File: src/rtl/wash_phase_timer.sv
// Water-level debounce and wash/rinse/spin phase timer.
// Sits upstream of the washer controller and feeds its sensor inputs.
module wash_phase_timer #(
  parameter int unsigned      LVL_W     = 8,
  parameter logic [LVL_W-1:0] FULL_LVL  = LVL_W'(200),
  parameter logic [LVL_W-1:0] EMPTY_LVL = LVL_W'(10),
  parameter int unsigned      DEB_CYC   = 4,
  parameter int unsigned      CNT_W     = 16,
  parameter logic [CNT_W-1:0] WASH_CYC  = CNT_W'(1000),
  parameter logic [CNT_W-1:0] RINSE_CYC = CNT_W'(600),
  parameter logic [CNT_W-1:0] SPIN_CYC  = CNT_W'(400)
) (
  input  logic             clk,
  input  logic             reset,
  input  logic [LVL_W-1:0] level_raw,
  input  logic             motor_on,
  input  logic             drain_value_on,
  input  logic             soap_wash,
  input  logic             water_wash,
  output logic             filled,
  output logic             drained,
  output logic             cycle_timeout,
  output logic             spin_timeout,
  output logic [CNT_W-1:0] phase_cnt
);

  localparam int unsigned DEB_W = $clog2(DEB_CYC + 1);
  localparam logic [DEB_W-1:0] DEB_MAX = DEB_W'(DEB_CYC);
  localparam logic [DEB_W-1:0] DEB_M1  = DEB_W'(DEB_CYC - 1);

  // A zero limit would never match, so it behaves as one clock
  localparam logic [CNT_W-1:0] WASH_LIM  =
    (WASH_CYC == '0) ? CNT_W'(1) : WASH_CYC;
  localparam logic [CNT_W-1:0] RINSE_LIM =
    (RINSE_CYC == '0) ? CNT_W'(1) : RINSE_CYC;
  localparam logic [CNT_W-1:0] SPIN_LIM  =
    (SPIN_CYC == '0) ? CNT_W'(1) : SPIN_CYC;

  typedef enum logic [2:0] {
    S_IDLE, S_WASH, S_RINSE, S_SPIN, S_EXP
  } state_e;

  typedef enum logic [1:0] {
    PH_NONE, PH_WASH, PH_RINSE, PH_SPIN
  } phase_e;

  logic             full_c, empty_c;
  logic [DEB_W-1:0] fcnt_q, fcnt_d;
  logic [DEB_W-1:0] ecnt_q, ecnt_d;
  logic             filled_q, filled_d;
  logic             drained_q, drained_d;

  state_e           state_q, state_d, req_st;
  phase_e           exp_ph_q, exp_ph_d;
  phase_e           req, cur_ph;
  logic [CNT_W-1:0] cnt_q, cnt_d;
  logic [CNT_W-1:0] lim, lim_m1;
  logic             cto_q, cto_d;
  logic             sto_q, sto_d;

  assign full_c  = (level_raw >= FULL_LVL);
  assign empty_c = (level_raw <= EMPTY_LVL);

  always_comb begin
    fcnt_d = '0;
    ecnt_d = '0;
    if (full_c)
      fcnt_d = (fcnt_q == DEB_MAX) ? DEB_MAX
             : fcnt_q + DEB_W'(1);
    if (empty_c)
      ecnt_d = (ecnt_q == DEB_MAX) ? DEB_MAX
             : ecnt_q + DEB_W'(1);
    filled_d  = full_c && (fcnt_q >= DEB_M1);
    // filled wins if the thresholds overlap
    drained_d = empty_c && (ecnt_q >= DEB_M1)
             && !filled_d;
  end

  always_ff @(posedge clk or negedge reset) begin
    if (!reset) begin
      fcnt_q    <= '0;
      ecnt_q    <= '0;
      filled_q  <= 1'b0;
      drained_q <= 1'b0;
    end else begin
      fcnt_q    <= fcnt_d;
      ecnt_q    <= ecnt_d;
      filled_q  <= filled_d;
      drained_q <= drained_d;
    end
  end

  always_comb begin
    req = PH_NONE;
    unique case (1'b1)
      motor_on & drain_value_on:
        req = PH_SPIN;
      motor_on & !drain_value_on & soap_wash:
        req = PH_WASH;
      motor_on & !drain_value_on & !soap_wash
        & water_wash:
        req = PH_RINSE;
      default:
        req = PH_NONE;
    endcase
  end

  always_comb begin
    unique case (req)
      PH_WASH:  req_st = S_WASH;
      PH_RINSE: req_st = S_RINSE;
      PH_SPIN:  req_st = S_SPIN;
      default:  req_st = S_IDLE;
    endcase
    unique case (state_q)
      S_WASH:  cur_ph = PH_WASH;
      S_RINSE: cur_ph = PH_RINSE;
      S_SPIN:  cur_ph = PH_SPIN;
      S_EXP:   cur_ph = exp_ph_q;
      default: cur_ph = PH_NONE;
    endcase
    unique case (cur_ph)
      PH_WASH:  lim = WASH_LIM;
      PH_RINSE: lim = RINSE_LIM;
      PH_SPIN:  lim = SPIN_LIM;
      default:  lim = CNT_W'(1);
    endcase
    lim_m1 = lim - CNT_W'(1);
  end

  always_ff @(posedge clk or negedge reset) begin
    if (!reset) begin
      state_q  <= S_IDLE;
      exp_ph_q <= PH_NONE;
      cnt_q    <= '0;
      cto_q    <= 1'b0;
      sto_q    <= 1'b0;
    end else begin
      state_q  <= state_d;
      exp_ph_q <= exp_ph_d;
      cnt_q    <= cnt_d;
      cto_q    <= cto_d;
      sto_q    <= sto_d;
    end
  end

  always_comb begin
    state_d = state_q;
    unique case (state_q)
      S_IDLE:
        state_d = req_st;
      S_EXP:
        if (req != cur_ph) state_d = req_st;
      default:
        if (req != cur_ph)
          state_d = req_st;
        else if (cnt_q == lim_m1)
          state_d = S_EXP;
    endcase
  end

  always_comb begin
    cnt_d    = '0;
    cto_d    = 1'b0;
    sto_d    = 1'b0;
    exp_ph_d = exp_ph_q;
    if (state_d == S_EXP) begin
      cnt_d    = cnt_q;
      exp_ph_d = cur_ph;
      cto_d    = (cur_ph == PH_WASH)
              || (cur_ph == PH_RINSE);
      sto_d    = (cur_ph == PH_SPIN);
    end else if (state_d != S_IDLE
              && state_d == state_q) begin
      cnt_d = cnt_q + CNT_W'(1);
    end
  end

  assign filled        = filled_q;
  assign drained       = drained_q;
  assign cycle_timeout = cto_q;
  assign spin_timeout  = sto_q;
  assign phase_cnt     = cnt_q;

endmodule
File: config.mk
export PLATFORM = sky130hd
export DESIGN_NAME = wash_phase_timer
export DESIGN_NICKNAME = d
export VERILOG_FILES = /design/src/rtl/wash_phase_timer.sv
export SDC_FILE = /design/constraint.sdc
export NUM_CORES = 1
export LEC_CHECK = 0
export ABC_AREA = 1
export BUFFER_PORTS_ARGS = -buffer_cell sky130_fd_sc_hd__buf_2
export CAP_MARGIN = 25
export CORE_MARGIN = 3
export CORE_UTILIZATION = 54
export DETAILED_ROUTE_END_ITERATION = 10
export GPL_TIMING_DRIVEN = 1
export PLACE_DENSITY_LB_ADDON = 0.2
export SYNTH_ARGS = -nofsm -noshare
export SYNTH_HDL_FRONTEND = slang
export SYNTH_SLANG_ARGS = --single-unit
File: constraint.sdc
create_clock -name clk -period 3.63 [get_ports clk]
set_clock_uncertainty 0.15 [all_clocks]
set_input_delay 0.726 -clock clk [delete_from_list [all_inputs] [get_ports clk]]
set_output_delay 0.726 -clock clk [all_outputs]
set_load 0.01 [all_outputs]
==> metrics.md, run 1 <==
| Metric | Value |
|---|---|
| Worst endpoint required time | `3.66 ns` |
| FF-to-FF setup slack | `0.50 ns` |
| Final hold vios | `0` |
| Slew margin rel. | `0.506` |
| Post-place setup slack | `0.539 ns` |
| Longest Clk Path Bufs | `2` |
| Synthesized net count | `341` |
| Starting Density | `0.584` |
| Initial antenna violation count | `0` |
| Finished Core Util | `0.666` |
| CP max FO | `31` |
| Mean Syn Cell Area | `a little over 7 µm²` |
| Critical R2R Capture | `phase_cnt[6]` |
| Leak | `1.35 nW` |
| Vias/cell | `5.17` |
| Wire length per cell | `between 10 and 15 µm` |
| Share of layout cells above drive strength 1 | `0.185` |
| Post-route setup slack | `between 0.5 and 0.6 ns` |
| Final GP Congestion | `0.967` |
| Setup crit start kind | `flip-flop` |
| Post-DP HPWL | `3710 µm` |
| Gr ovfl total | `0` |
| NumNets Final | `approximately 380` |
| Most frequent cells after synthesis | `82 x nand2_1, 48 x inv_1, 34 x nor2_1, 31 x dfrtp_1, 27 x nand3_1` |
| Area growth syn-to-layout | `14.0%` |
| Main synth FF type | `dfrtp_1` |
| Ys async rst share | `1.00` |
| Final Max Tran Viols | `0` |
| RSZ-0062 raised after global routing | `no` |
| Post_cts resized | `0` |
| Root buf cell | `clkbuf_8` |
| Setup total negative slack | `0 ns` |
| VDD IR-drop max | `0.245 mV` |
| Vias | `~2100` |
| Drt drc | `0` |
| Synth top area share | `0.349` |
| Most common cell in the netlist | `nand2_1` |
| Minimum clock period | `3.13 ns` |
| Max-Cap Viols | `0` |
| Clk slew on worst S/H paths | `0.08 ns` |
| Final period util | `0.862` |
| Chip Height | `between 70 and 80 µm` |
| Fill cells | `352` |
| Non-filler cells, final | `400` |
| Synthesized netlist cell count | `315` |
| ANT cells | `0` |
| Register area share after synthesis | `0.349` |
| Core area | `0.00380 mm²` |
| DIE WIDTH | `around 70 µm` |
| First-pass GRT wire length | `8550 µm` |
| Pre-Repair DR Iteration Count | `4` |
| Mapped cell area | `0.00222 mm²` |
| Delay-heaviest family, CP | `simple AND/OR/NAND/NOR gates` |
| Total Power Consumption | `~0.0010 W` |
| Crit end category | `flip-flop` |
| WS Path Type | `flip-flop to flip-flop` |
| Post-synth EDFFs | `0` |
| Reg2reg path depth | `16` |
| TritonCTS clock tree | `built` |
| Row count | `22` |
| Num CTS Buffers | `5` |
| Worst Hold Class | `input port to async pin` |
| Ys Warns | `0` |
| Gr usage total | `0.213` |
| Pwr/cell area | `414 mW/mm²` |
| Status | `finished clean` |
| Yosys reg bits | `31` |
| Routed Antenna Nets | `0` |
| IO Pins | `34` |
| Slowest stage delay, CP | `0.45 ns` |
| CP Cell Sequence | `nor2_4 > nand2_2 > nand2_4 > inv_1 > ha_1 > inv_1 > o21ai_0 > nand3_1 > nor2_1 > nand3_2 > a21oi_2 > nand4_4 > nand3_1 > nand2_1 > nand2_1 > nor2_1` |
| Slowest stage cell on the critical path | `dfrtp_1` |
| First DRT Iteration DRCs | `~130` |
| Post-Place Cells | `just under 400` |
| H-tree level count | `2` |
| Worst path buffer plus inverter count | `2` |
| CTS Hold Bufs | `0` |
| Port Buffers | `33` |
| Largest net degree at the start of global routing | `32` |
| Worst R2R Start | `state_q[0]` |
| Worst skew pair latency | `0.29 ns` |
| Maximum clock frequency | `around 320 MHz` |
| # Post-CTS Setup Buffers | `0` |
| Largest area contributor in the netlist | `dfrtp_1` |
| Arrival time at the worst endpoint | `between 3 and 4 ns` |
| CTS sink cnt | `31` |
| Number of global-route vias before repair | `1992` |
| Worst-Margin Slew | `0.736 ns` |
| Setup-failing EPs final | `0` |
| Final WL | `4830 µm` |
| Distinct cells, synth | `33` |
| Top cells by area, synth | `dfrtp_1 35%, nand2_1 14%, inv_1 8.1%, ha_1 6.8%, nand3_1 6.1%` |
| Area of the die | `0.00492 mm²` |
-- registers in the layout, summed over array words and instances (netlist names) --
name,count
state_q,3
filled,1
drained,1
exp_ph_q,2
ecnt_q,3
fcnt_q,3
spin_timeout,1
cycle_timeout,1
phase_cnt,16
-- cell type report --
type / count / area [µm²] / area share
clock buffer: 6 / 82.6 / 0.0326
clock inverter: 2 / 35.0 / 0.0138
inverter: 54 / 203 / 0.0801
multi-input combinational: 226 / 1210 / 0.478
sequential: 31 / 776 / 0.306
tap: 48 / 60.1 / 0.0237
timing repair buffer: 33 / 165 / 0.0652
-- where the power goes --
part           internal, W  total (W)  switching [W]  leakage [nW]
Clock             0.000222   0.000357       0.000135        0.0612
Sequential        0.000366   0.000394      0.0000279         0.428
Combinational     0.000105   0.000296       0.000191         0.866
Total             0.000693    0.00105       0.000354          1.35
-- how the worst max path moves through the flow --
stage | start | to | slack [ns] | depth (start not counted)
2_1_floorplan | state_q[1] | phase_cnt[12] | 1.01 | 17
3_3_place_gp | state_q[1] | phase_cnt[6] | 0.66 | 16
3_5_place_dp | state_q[0] | phase_cnt[6] | 0.54 | 16
4_1_cts | state_q[0] | phase_cnt[6] | 0.53 | 16
5_1_grt | state_q[0] | phase_cnt[6] | 0.14 | 18
6_report | state_q[0] | phase_cnt[6] | 0.50 | 16
-- layout by cell type (no fill, tap or decap), types with 2 or more instances in the layout --
cell type and instances:
nor3_1 6, o21ai_1 3, nand2_2 6, nor4_1 4
nor2_1 34, buf_2 33, inv_2 4, nand2_4 3
inv_1 48, ha_1 12, dfrtp_1 31, nand2_1 82
a21oi_2 3, xor2_1 6, nor2_2 3, nand4_1 12
clkinv_1 2, a21oi_1 10, xnor2_1 2, nand3_1 27
clkbuf_8 6, o21ai_0 3
-- logic make-up after synthesis --
group,Yosys count,synth area share
compound gates,23,0.0614
xor+xnor,8,0.0316
fa+ha+maj,12,0.0676
buf+inv,58,0.105
flops,31,0.349
simple gates,183,0.384
-- through the flow --
step                      hold slack, ns  area (µm²)
after global placement             0.342        2410
after detailed placement           0.340        2410
after floorplan                    0.280        2220
after global routing               0.384        2530
final                              0.327        2530
after CTS                          0.355        2530
-- routing by layer --
metal / up-vias / routed length [µm] / track usage
met5: - / 0 / 0
met4: 0 / 91 / 0.0745
met3: 9 / 314 / 0.0331
met2: 62 / 2040 / 0.327
met1: 929 / 2380 / 0.302
li1: 1067 / - / -
No activity file was read; power rests on OpenSTA's default activity.
==> inputs of run 2 (changes only) <==
--- a/config.mk
+++ b/config.mk
@@ -9,7 +9,7 @@
 export BUFFER_PORTS_ARGS = -buffer_cell sky130_fd_sc_hd__buf_2
 export CAP_MARGIN = 25
 export CORE_MARGIN = 3
-export CORE_UTILIZATION = 54
+export CORE_UTILIZATION = 57
 export DETAILED_ROUTE_END_ITERATION = 10
 export GPL_TIMING_DRIVEN = 1
 export PLACE_DENSITY_LB_ADDON = 0.2
==> metrics.md, run 2 (synthesis results as in run 1) <==
| Metric | Value |
|---|---|
| Share of layout cells above drive strength 1 | `0.182` |
| Worst Hold Class | `input port to async pin` |
| CTS Hold Bufs | `0` |
| Worst skew pair latency | `between 0.2 and 0.3 ns` |
| Post-DP HPWL | `3730 µm` |
| TritonCTS clock tree | `built` |
| Status | `finished clean` |
| Final GP Congestion | `0.931` |
| Longest Clk Path Bufs | `2` |
| Most frequent cells in the layout | `82 x nand2_1, 48 x inv_1, 34 x nor2_1` |
| Pre-Repair DR Iteration Count | `5` |
| Routed Antenna Nets | `0` |
| Max-Cap Viols | `0` |
| Final Max Tran Viols | `0` |
| Final WL | `4790 µm` |
| Setup total negative slack | `0 ns` |
| Largest net degree at the start of global routing | `32` |
| Worst R2R Start | `state_q[1]` |
| Slowest stage delay, CP | `0.43 ns` |
| Total Power Consumption | `~0.0011 W` |
| Vias/cell | `5.11` |
| Critical path capture point | `phase_cnt[6]` |
| Reg2reg path depth | `16` |
| VDD IR-drop max | `~0.25 mV` |
| Delay-heaviest family, CP | `simple AND/OR/NAND/NOR gates` |
| CP Cell Sequence | `nor2_4 > nand2_2 > nand2_4 > inv_1 > ha_1 > inv_1 > o21ai_0 > nand3_1 > nor2_1 > nand3_2 > a21oi_2 > nand4_4 > nand3_1 > nand2_1 > nand2_1 > nor2_1` |
| Row count | `22` |
| Crit end category | `flip-flop` |
| Pwr/cell area | `431 mW/mm²` |
| Starting Density | `0.597` |
| Gr ovfl total | `0` |
| Fill cells | `around 340` |
| FF-to-FF setup slack | `0.48 ns` |
| First-pass GRT wire length | `7820 µm` |
| # Post-CTS Setup Buffers | `0` |
| Critical R2R Capture | `phase_cnt[6]` |
| Area growth syn-to-layout | `14.7%` |
| Most common cell after layout, fill and taps aside | `nand2_1` |
| ANT cells | `0` |
| Drt drc | `0` |
| Initial antenna violation count | `0` |
| Critical Path Stages | `16` |
| WS Path Type | `flip-flop to flip-flop` |
| Number of global-route vias before repair | `between 1500 and 2000` |
| Worst-Margin Slew | `slightly below 0.7 ns` |
| First DRT Iteration DRCs | `~170` |
| Minimum clock period | `3.15 ns` |
| Area of the die | `0.00468 mm²` |
| Slew margin rel. | `0.547` |
| Root buf cell | `clkbuf_8` |
| Chip Height | `68.4 µm` |
| Clk slew on worst S/H paths | `~0.070 ns` |
| Num CTS Buffers | `5` |
| Gr usage total | `0.226` |
| Final period util | `0.867` |
| Leak | `1.36 nW` |
| DIE WIDTH | `just under 70 µm` |
| CTS sink cnt | `31` |
| RSZ-0062 raised after global routing | `no` |
| IO Pins | `34` |
| Setup crit start kind | `flip-flop` |
| Worst endpoint required time | `about 3.7 ns` |
| NumNets Final | `approximately 380` |
| Slowest stage cell on the critical path | `dfrtp_1` |
| Finished Core Util | `0.685` |
| Vias | `2043` |
| Worst path buffer plus inverter count | `2` |
| Non-filler cells, final | `400` |
| Port Buffers | `33` |
| Worst setup path start | `state_q[1]` |
| CP max FO | `31` |
| Final hold vios | `0` |
| Maximum clock frequency | `318 MHz` |
| Wire length per cell | `12.0 µm` |
| Hold slack | `0.325 ns` |
| Core area | `0.00372 mm²` |
| Max reg flops | `16` |
| Setup-failing EPs final | `0` |
| H-tree level count | `2` |
| Post_cts resized | `0` |
| Arrival time at the worst endpoint | `3.18 ns` |
| Post-Place Cells | `between 300 and 400` |
-- run 2: layout make-up --
cell class,count,area (µm²),area share
tap,48,60.1,0.0236
sequential,31,776,0.305
clock inverter,2,60.1,0.0236
inverter,54,203,0.0796
clock buffer,6,72.6,0.0285
timing repair buffer,33,165,0.0649
multi-input combinational,226,1210,0.475
-- run 2: metal layers --
layer  share of wire  vias up  global-route usage
met5               0        -                   0
met4           0.014        0              0.0819
met3           0.062        7              0.0443
met2            0.45       55               0.340
met1            0.47      913               0.320
li1                -     1068                   -
-- run 2: how the worst min path moves through the flow --
stage / from / endpoint / slack [ns] / cells past startpoint
floorplan: reset / cycle_timeout / 0.28 / 0
global placement: exp_ph_q[0] / exp_ph_q[0] / 0.35 / 2
detailed placement: exp_ph_q[0] / exp_ph_q[0] / 0.35 / 2
CTS: reset / exp_ph_q[1] / 0.34 / 1
global route: reset / phase_cnt[4] / 0.37 / 1
finish: reset / cycle_timeout / 0.33 / 1
-- run 2: stage by stage --
stage | setup WS [ns] | instance area, µm²
floorplan | 1.01 | 2220
global placement | 0.637 | 2410
detailed placement | 0.507 | 2410
CTS | 0.505 | 2550
global route | 0.135 | 2550
finish | 0.483 | 2550
-- run 2: where the power goes --
part           leakage [nW]  internal [W]  switching [W]
Clock                0.0654      0.000274       0.000131
Sequential            0.428      0.000366      0.0000289
Combinational         0.866      0.000106       0.000193
